<file path="config.mk">
export PLATFORM = sky130hd
export DESIGN_NAME = alu_arbiter
export DESIGN_NICKNAME = d
export VERILOG_FILES = /design/src/rtl/alu_arbiter.sv
export SDC_FILE = /design/constraint.sdc
export NUM_CORES = 1
export LEC_CHECK = 0
export CORE_ASPECT_RATIO = 1.4
export CORE_MARGIN = 2
export CORE_UTILIZATION = 44
export CTS_CLUSTER_DIAMETER = 200
export CTS_CLUSTER_SIZE = 14
export DETAILED_ROUTE_END_ITERATION = 12
export GPL_TIMING_DRIVEN = 0
export PLACE_DENSITY_LB_ADDON = 0.1
export REMOVE_ABC_BUFFERS = 1
export SLEW_MARGIN = 25
export SYNTH_ARGS = -nofsm -noshare
export SYNTH_HDL_FRONTEND = slang
export SYNTH_SLANG_ARGS = --single-unit
</file>
<file path="constraint.sdc">
create_clock -name clk -period 9.4 [get_ports clk]
set_clock_uncertainty 0.2 [all_clocks]
set_input_delay 1.88 -clock clk [delete_from_list [all_inputs] [get_ports clk]]
set_output_delay 1.88 -clock clk [all_outputs]
set_load 0.01 [all_outputs]
</file>
<file path="src/rtl/alu_arbiter.sv">
// rtl/alu_arbiter.sv - two-requester arbiter in front of a single combinational ALU
// Define ALU_ARB_RR_EN for round-robin arbitration; otherwise requester 0 has fixed priority.
module alu_arbiter #(
  parameter int WIDTH = 32
) (
  input  logic             clk,
  input  logic             reset,
  input  logic             req_valid_0,
  output logic             req_ready_0,
  input  logic [WIDTH-1:0] req_srca_0,
  input  logic [WIDTH-1:0] req_srcb_0,
  input  logic [2:0]       req_aluctrl_0,
  input  logic [2:0]       req_aluop_0,
  output logic             rsp_valid_0,
  input  logic             rsp_ready_0,
  output logic [WIDTH-1:0] rsp_result_0,
  output logic             rsp_branch_0,
  output logic             rsp_carry_0,
  input  logic             req_valid_1,
  output logic             req_ready_1,
  input  logic [WIDTH-1:0] req_srca_1,
  input  logic [WIDTH-1:0] req_srcb_1,
  input  logic [2:0]       req_aluctrl_1,
  input  logic [2:0]       req_aluop_1,
  output logic             rsp_valid_1,
  input  logic             rsp_ready_1,
  output logic [WIDTH-1:0] rsp_result_1,
  output logic             rsp_branch_1,
  output logic             rsp_carry_1,
  output logic [WIDTH-1:0] alu_srca,
  output logic [WIDTH-1:0] alu_srcb,
  output logic [2:0]       alu_aluctrl,
  output logic [2:0]       alu_aluop,
  input  logic [WIDTH-1:0] alu_result,
  input  logic             alu_branch,
  input  logic             alu_carry
);

  typedef enum logic [1:0] {IDLE, EXEC, RESP} state_t;

  state_t state;
  logic   owner;
  logic   any_valid;
  logic   pick1;
  logic   grant;

`ifdef ALU_ARB_RR_EN
  logic   ptr;
  // On conflict the pointed-to requester wins.
  always_comb pick1 = req_valid_1 && (!req_valid_0 || ptr);
`else
  always_comb pick1 = req_valid_1 && !req_valid_0;
`endif

  assign any_valid   = req_valid_0 | req_valid_1;
  assign grant       = (state == IDLE) && any_valid && !reset;
  assign req_ready_0 = grant && !pick1;
  assign req_ready_1 = grant && pick1;

  always_ff @(posedge clk or posedge reset) begin
    if (reset) begin
      state        <= IDLE;
      owner        <= 1'b0;
`ifdef ALU_ARB_RR_EN
      ptr          <= 1'b0;
`endif
      alu_srca     <= '0;
      alu_srcb     <= '0;
      alu_aluctrl  <= '0;
      alu_aluop    <= '0;
      rsp_valid_0  <= 1'b0;
      rsp_result_0 <= '0;
      rsp_branch_0 <= 1'b0;
      rsp_carry_0  <= 1'b0;
      rsp_valid_1  <= 1'b0;
      rsp_result_1 <= '0;
      rsp_branch_1 <= 1'b0;
      rsp_carry_1  <= 1'b0;
    end else begin
      case (state)
        IDLE: begin
          if (any_valid) begin
            owner <= pick1;
`ifdef ALU_ARB_RR_EN
            ptr   <= !pick1;
`endif
            if (pick1) begin
              alu_srca    <= req_srca_1;
              alu_srcb    <= req_srcb_1;
              alu_aluctrl <= req_aluctrl_1;
              alu_aluop   <= req_aluop_1;
            end else begin
              alu_srca    <= req_srca_0;
              alu_srcb    <= req_srcb_0;
              alu_aluctrl <= req_aluctrl_0;
              alu_aluop   <= req_aluop_0;
            end
            state <= EXEC;
          end
        end
        EXEC: begin
          // The ALU has seen stable operands for a full cycle; steer its result to the owner only.
          rsp_valid_0  <= !owner;
          rsp_result_0 <= owner ? '0 : alu_result;
          rsp_branch_0 <= !owner && alu_branch;
          rsp_carry_0  <= !owner && alu_carry;
          rsp_valid_1  <= owner;
          rsp_result_1 <= owner ? alu_result : '0;
          rsp_branch_1 <= owner && alu_branch;
          rsp_carry_1  <= owner && alu_carry;
          state        <= RESP;
        end
        RESP: begin
          if (owner ? rsp_ready_1 : rsp_ready_0) begin
            rsp_valid_0  <= 1'b0;
            rsp_result_0 <= '0;
            rsp_branch_0 <= 1'b0;
            rsp_carry_0  <= 1'b0;
            rsp_valid_1  <= 1'b0;
            rsp_result_1 <= '0;
            rsp_branch_1 <= 1'b0;
            rsp_carry_1  <= 1'b0;
            state        <= IDLE;
          end
        end
        default: state <= IDLE;
      endcase
    end
  end

endmodule

</file>
==> summary.md, run 1 <==
| Metric | Value |
|---|---|
| Core area | 14900 µm² |
| Number of enable flip-flop cells after synthesis | 0 |
| Maximum number of pins on one net before global-route repair | 101 |
| Count of fill cells added during filler insertion | 1044 |
| Main area contributors after synthesis | dfrtp_1, mux2_4, a22o_1 |
| Total global-route track usage | 22.5% |
| Worst Max-Slew Pin Slew | 0.742 ns |
| Number of cell instances on the worst register-to-register path | 4 |
| Antenna Diode Count | 0 |
| Crit Reg-Reg Endpoint | alu_srcb[10]$_DFFE_PP0P_ |
| Cell type with the largest total area after synthesis | dfrtp_1 |
| Final hold violations | 0 |
| Startpoint kind of the worst setup timing path | primary input |
| PwrDens | 317 nW/µm² |
| Flop and latch count out of synthesis | 143 |
| Maximum achievable frequency | 164 MHz |
| Multi-input gate area | 2840 µm² |
| Worst setup slack for register-to-register paths | 7.34 ns |
| Post-synthesis to final-layout area growth | 61.3% |
| Category of the worst setup path capture point | output port |
| Relative slew margins | 50.5% |
| Initial DRC count | 196 |
| Average wire per cell in the routed design | 19.6 µm |
| Final global-route overflow total | 0 |
| Type of the worst setup path | in -> out |
| Max_cap viols | 0 |
| Total CTS buffers | 17 |
| Wire length of the first global-routing pass | 27700 µm |
| Cell with the largest stage delay on the worst path | nor2b_4 |
| Share of final-layout standard cells stronger than drive strength 1 | 25.7% |
| Top-level port count | 322 |
| Primary flip-flop cell chosen by synthesis mapping | dfrtp_1 |
| Proportion of power drawn by the clock network | 21.2% |
| Area of the die | 16200 µm² |
| Post-synthesis async set-or-reset flop share | 100% |
| Post-cts repair resize count | 0 |
| Fraction of synthesized cell area taken by the top area cell type | 53.7% |
| Detailed Routing Iterations Pass 1 | 4 |
| Critical Path Sink | req_ready_1 |
| Number of global-route vias before repair | 5175 |
| Buffers added on ports | 321 |
| Worst min-delay path class | reg -> reg |
| Proportion of power drawn by flip-flops and latches | 31.0% |
| Placement Rows | 53 |
| Critical Path Fanout Max | 19 |
| Half-perimeter wire length after detailed placement | 13700 µm |
| Critical path buffers and inverters | 3 |
| RD Place Congestion | 0.722 |
| Part of the cycle the worst path needs | 64.9% |
| Overall via count from detail_route | 4679 |
| Post-CTS setup repair buffer count | 0 |
| Setup repair after global routing missed its margin | false |
| Peak VDD IR | 145 µV |
| Cell with the most instances after synthesis | dfrtp_1 |
| DIE WIDTH | 108 µm |
| Mean post-synth cell area | 16.7 µm² |
| CTS Sinks | 143 |
| Final total power | 0.00340 W |
| Number of antenna-violating nets in the routed design | 0 |
| Leak pwr | 4.80 nW |
| Internal power | 0.00235 W |
| Critical Path Source | req_valid_1 |
| Netlist Area Pre-Place | 6660 µm² |
| Switching Share | 30.8% |
| CP Data Arrival Time | 4.02 ns |
| Run status | finished clean |
| Root Driver | clkbuf_16 |
| Most common cell type on the critical path | clkdlybuf4s50_1 |
| Die Y-Extent | 150 µm |
| TritonCTS clock tree | yes |
| CTS clk-pin slew, worst paths | 0.05 ns |
| Crit path time final | 6.10 ns |
| Warning count from the yosys run | 0 |
| Top cell family by delay on the critical path | buffers and inverters |
| Setup violation total in the final timing report | 0 |
| Slowest cell delay on critical path | 0.60 ns |
| Most common library cells after synthesis | dfrtp_1, mux2_4, a22o_1, buf_2, buf_6 |
| Worst Hold Slack | 0.287 ns |
| NumNets Final | 900 |
| Area used by sequential logic in the layout | 3580 µm² |
| Combinational share of power | 47.8% |
| Non-filler cells in the finished layout | 924 |
| Clock Path Buffers | 2 |
| Hold buffer count at cts | 0 |
| Antenna violations before repair | 0 |
| Clock H-tree levels | 4 |
| Clock latency reported for the late side of the worst-skew pair | 0.41 ns |
| Inst Count DP | 893 |
| Count of different cell masters after synthesis | 20 |
| Register area share after synthesis | 53.7% |
| Switching power of the nets | 0.00105 W |
| Number of slew-limit violations in the final report | 0 |
| Crit-path cells | clkdlybuf4s50_1 -> nor2b_4 -> buf_12 -> and3_1 -> clkdlybuf4s50_1 |
| Required time at the endpoint of the critical path | 7.32 ns |
| Wire length reported by the detailed router | 18100 µm |
| Number of gates on the worst path with buffers counted | 5 |
| Detailed-route DRC error count | 0 |
| Average vias per placed instance | 5.06 |
| Post-Synthesis Cells | 400 |
| Reg-to-Reg Start | state[0]$_DFFE_PP0P_ |
| Initial Utilization | 44.7% |
-- cell families (layout without fill, tap and decap cells) --
logic type / after synthesis / count (layout) / synth area share (%)
flip-flops: 143 / 143 / 53.7
AND/OR/NAND/NOR: 10 / 10 / 0.901
multiplexers: 141 / 141 / 31.6
AO/OA/AOI/OAI: 75 / 75 / 9.63
buffers and inverters: 31 / 363 / 4.15
-- power groups by stage --
stage,Clock (W),Combinational [W],Sequential (W)
global route,0.000762,0.00172,0.00109
floorplan,0,0.000699,0.00117
global placement,0,0.00160,0.00105
CTS,0.000736,0.00165,0.00106
detailed placement,0,0.00164,0.00105
finish,0.000722,0.00163,0.00106
-- layer usage --
layer	vias up	part of all wire, %	GRT usage, %
met5	-	0	0
met4	0	2.3	9.04
met3	29	8.7	6.97
met2	229	52	39.7
met1	2298	37	25.0
li1	2123	-	-
-- cell type report --
| class | instances | share of cell area, % |
|---|---|---|
| clock buffers | 17 | 3.96 |
| clock inverters | 14 | 1.93 |
| inverters | 1 | 0.105 |
| multi-input cells | 226 | 26.4 |
| flip-flops and latches | 143 | 33.3 |
| well taps | 192 | 2.24 |
| repair buffers | 331 | 32.1 |
-- sequential cells by signal (all words and copies together), names as in the netlist --
name / flops
alu_srca: 32
alu_srcb: 32
rsp_result_0: 32
rsp_result_1: 32
alu_aluctrl: 3
alu_aluop: 3
state: 2
owner: 1
rsp_branch_0: 1
rsp_branch_1: 1
rsp_carry_0: 1
rsp_carry_1: 1
rsp_valid_0: 1
rsp_valid_1: 1
-- how the worst min path moves through the flow --
stage                                      from                          end  slack, ns  depth (start not counted)
finish                  rsp_valid_1$_DFFE_PP0P_      rsp_valid_1$_DFFE_PP0P_       0.29                          1
global route        rsp_result_0[4]$_DFFE_PP0P_  rsp_result_0[4]$_DFFE_PP0P_       0.32                          1
CTS                     rsp_valid_1$_DFFE_PP0P_      rsp_valid_1$_DFFE_PP0P_       0.29                          1
floorplan               rsp_valid_0$_DFFE_PP0P_      rsp_valid_0$_DFFE_PP0P_       0.32                          1
global placement        rsp_valid_1$_DFFE_PP0P_      rsp_valid_1$_DFFE_PP0P_       0.26                          1
detailed placement      rsp_valid_1$_DFFE_PP0P_      rsp_valid_1$_DFFE_PP0P_       0.28                          1
-- through the flow --
step	worst slack [ns]	setup TNS, ns	utilization, %	cell area, µm²
after floorplan	1.91	0	-	6390
after global placement	-0.131	-0.232	66.0	9840
after detailed placement	3.29	0	67.8	10100
after CTS	3.28	0	72.0	10700
after global routing	3.21	0	72.0	10700
final	3.30	0	72.0	10700
-- placed cells by master, fill, tap and decap left out --
cell type / Yosys / routed
a21o_1: 2 / 2
a21oi_1: 2 / 2
a21oi_4: 0 / 1
a22o_1: 68 / 68
and2_2: 0 / 1
and3_1: 2 / 2
buf_12: 0 / 4
buf_16: 0 / 5
buf_8: 7 / 1
bufinv_16: 0 / 4
clkbuf_16: 0 / 17
clkdlybuf4s50_1: 0 / 321
clkinv_2: 0 / 1
clkinv_4: 0 / 3
clkinvlp_4: 0 / 1
dfrtp_1: 143 / 143
inv_6: 0 / 3
inv_8: 0 / 3
mux2_2: 3 / 3
mux2_4: 138 / 138
nand2b_1: 2 / 2
nor2_1: 2 / 1
nor2_4: 0 / 1
nor2b_1: 2 / 2
nor2b_4: 0 / 1
o21a_4: 0 / 1
o21ai_0: 1 / 1
-- worst reg2reg max path, cell delays in order, from the launching register on --
cell	delay, ns
dfrtp_1	0.41
nor2_1	0.25
o21a_4	0.40
buf_16	0.30
mux2_2	0.39
(Power assumes the default switching activity.)
==> run 2: changes to the inputs <==
- CORE_UTILIZATION: 44 -> 37
- clock period: 9.4 -> 5.1 ns (I/O delays scaled with it)
==> summary.md, run 2 (synthesis results as in run 1) <==
| Metric | Value |
|---|---|
| Half-perimeter wire length after detailed placement | 13300 µm (-2.9%) |
| Worst min-delay path class | reg -> reg |
| RD Place Congestion | 0.749 (+3.7%) |
| Setup repair after global routing missed its margin | false |
| CTS Sinks | 143 (unchanged) |
| Max_cap viols | 0 (unchanged) |
| Setup violation total in the final timing report | 0 (unchanged) |
| Type of the worst setup path | in -> out |
| Number of antenna-violating nets in the routed design | 0 (unchanged) |
| Post-placement setup slack | 0.464 ns (-2.83 ns) |
| Maximum number of pins on one net before global-route repair | 74 (-27%) |
| Area of the die | 19100 µm² (+18%) |
| Startpoint kind of the worst setup timing path | primary input |
| Crit Reg-Reg Endpoint | alu_srcb[18]$_DFFE_PP0P_ |
| Wire length of the first global-routing pass | 27500 µm (-0.55%) |
| TritonCTS clock tree | yes |
| Initial Utilization | 37.5% (-7.2 points) |
| Final sum of negative setup slack | 0 ns (unchanged) |
| Clock Path Buffers | 2 (unchanged) |
| Relative slew margins | 51.9% (+1.3 points) |
| Share of final-layout standard cells stronger than drive strength 1 | 25.7% (unchanged) |
| Number of global-route vias before repair | 5042 (-2.6%) |
| Most common library cell in the layout ignoring fill and taps | clkdlybuf4s50_1 |
| Leak pwr | 4.77 nW (-0.60%) |
| Worst setup slack for register-to-register paths | 2.75 ns (-4.59 ns) |
| Crit path time final | 4.62 ns |
| Worst-case setup margin in the final layout | 0.475 ns (-2.83 ns) |
| Design area | 10800 µm² (+0.17%) |
| Die Y-Extent | 163 µm (+8.8%) |
| Hold worst-path end | rsp_valid_1$_DFFE_PP0P_ |
| Final global-route overflow total | 0 (unchanged) |
| Reg-to-Reg Start | state[0]$_DFFE_PP0P_ |
| Clock latency reported for the late side of the worst-skew pair | 0.41 ns (about the same) |
| Antenna Diode Count | 0 (unchanged) |
| Slowest cell delay on critical path | 0.54 ns (-0.06 ns) |
| Peak VDD IR | 260 µV (+79%) |
| Post-synthesis to final-layout area growth | 61.6% |
| Average vias per placed instance | 4.76 (-6.0%) |
| Commonest cells after routing, fill and taps aside | clkdlybuf4s50_1, dfrtp_1, mux2_4 |
| Core area | 17800 µm² (+19%) |
| NumNets Final | 900 (unchanged) |
| Part of the cycle the worst path needs | 90.7% |
| Total CTS buffers | 17 (unchanged) |
| DIE WIDTH | 117 µm (+8.7%) |
| Number of cell instances on the worst register-to-register path | 5 (+1) |
| Antenna violations before repair | 0 (unchanged) |
| Worst Max-Slew Pin Slew | 0.721 ns (-0.0216 ns) |
| Average wire per cell in the routed design | 18.1 µm (-7.4%) |
| Root Driver | clkbuf_16 |
| Total global-route track usage | 18.6% (-3.9 points) |
| Post-CTS setup repair buffer count | 0 (unchanged) |
| CTS clk-pin slew, worst paths | 0.06 ns (about the same) |
| Hold buffer count at cts | 0 (unchanged) |
| Maximum achievable frequency | 216 MHz |
| CP Data Arrival Time | 3.40 ns (-0.62 ns) |
| Placed cell areas | 10200 µm² (+0.72%) |
| Hold wc startpoint | rsp_valid_1$_DFFE_PP0P_ |
| Final total power | 0.00611 W (+79%) |
| PwrDens | 567 nW/µm² (+79%) |
| Final hold violations | 0 (unchanged) |
| Critical Path Fanout Max | 21 (+2) |
| Crit-path cells | clkdlybuf4s50_1 -> nor2b_4 -> buf_16 -> buf_16 -> buf_12 -> and3_1 -> clkdlybuf4s50_1 |
| Number of slew-limit violations in the final report | 0 (unchanged) |
| Detailed Routing Iterations Pass 1 | 4 (unchanged) |
| Placement Rows | 58 (+9.4%) |
| Required time at the endpoint of the critical path | 3.88 ns (-3.44 ns) |
| Critical path buffers and inverters | 5 (+2) |
| Category of the worst setup path capture point | output port |
| Overall via count from detail_route | 4628 (-1.1%) |
| Top cell family by delay on the critical path | buffers and inverters |
| Buffers added on ports | 321 (unchanged) |
| Cell with the largest stage delay on the worst path | clkdlybuf4s50_1 |
| Initial DRC count | 234 (+19%) |
| Run status | finished clean |
| Wire length reported by the detailed router | 17600 µm (-2.5%) |
| Worst hold path depth | 1 (unchanged) |
| Clock H-tree levels | 4 (unchanged) |
| Post-cts repair resize count | 0 (unchanged) |
| Top-level port count | 322 (unchanged) |
| Detailed-route DRC error count | 0 (unchanged) |
## run 2: cell types whose count changed in the layout (fill, tap and decap cells not counted), sizes merged
cell      change
inv           -3
bufinv        -2
clkinvlp      +3
clkbuf        +1
clkinv        +1
## run 2: worst register-to-register path: cells and delay by family (launching register included)
kind	cells	cell delay [ns]
buffers and inverters	2	0.57
AO/OA/AOI/OAI	1	0.46
AND/OR/NAND/NOR	1	0.26
flip-flops	1	0.40
multiplexers	1	0.35
## run 2: routing by layer
layer  vias up  part of all wire [%]  global-route usage [%]
met4         0                   1.4                    6.35
met1      2271                    38                    20.5
met3        16                   9.1                    7.07
met2       217                    51                    32.7
met5         -                     0                       0
li1       2124                     -                       -
## run 2: how the worst max path moves through the flow
stage	from	to	slack [ns]	depth (start not counted)
floorplan	reset	req_ready_1	-0.67	2
global placement	reset	req_ready_1	-2.79	4
detailed placement	req_valid_1	req_ready_1	0.46	7
CTS	req_valid_1	req_ready_1	0.44	7
global route	req_valid_1	req_ready_1	0.37	7
finish	req_valid_1	req_ready_1	0.48	7
## run 2: where the power goes
| group | switching [W] | internal [W] |
|---|---|---|
| logic | 0.00111 | 0.00185 |
| clock network | 0.000480 | 0.000731 |
| registers | 0.000295 | 0.00165 |
## run 2: through the flow
| step | instances | util, % | hold slack [ns] |
|---|---|---|---|
| floorplan | 370 | - | 0.318 |
| global placement | 931 | 55.7 | 0.260 |
| detailed placement | 941 | 57.3 | 0.266 |
| CTS | 972 | 60.5 | 0.279 |
| global route | 972 | 60.5 | 0.289 |
| finish | 972 | 60.5 | 0.276 |
## run 2: final cells by class
cell class | count | area, µm²
clock buffer | 18 | 439
tap | 240 | 300
timing repair buffer | 331 | 3460
inverter | 1 | 11.3
clock inverter | 13 | 140
fill | 1457 | 7020
sequential | 143 | 3580
multi-input combinational | 226 | 2840
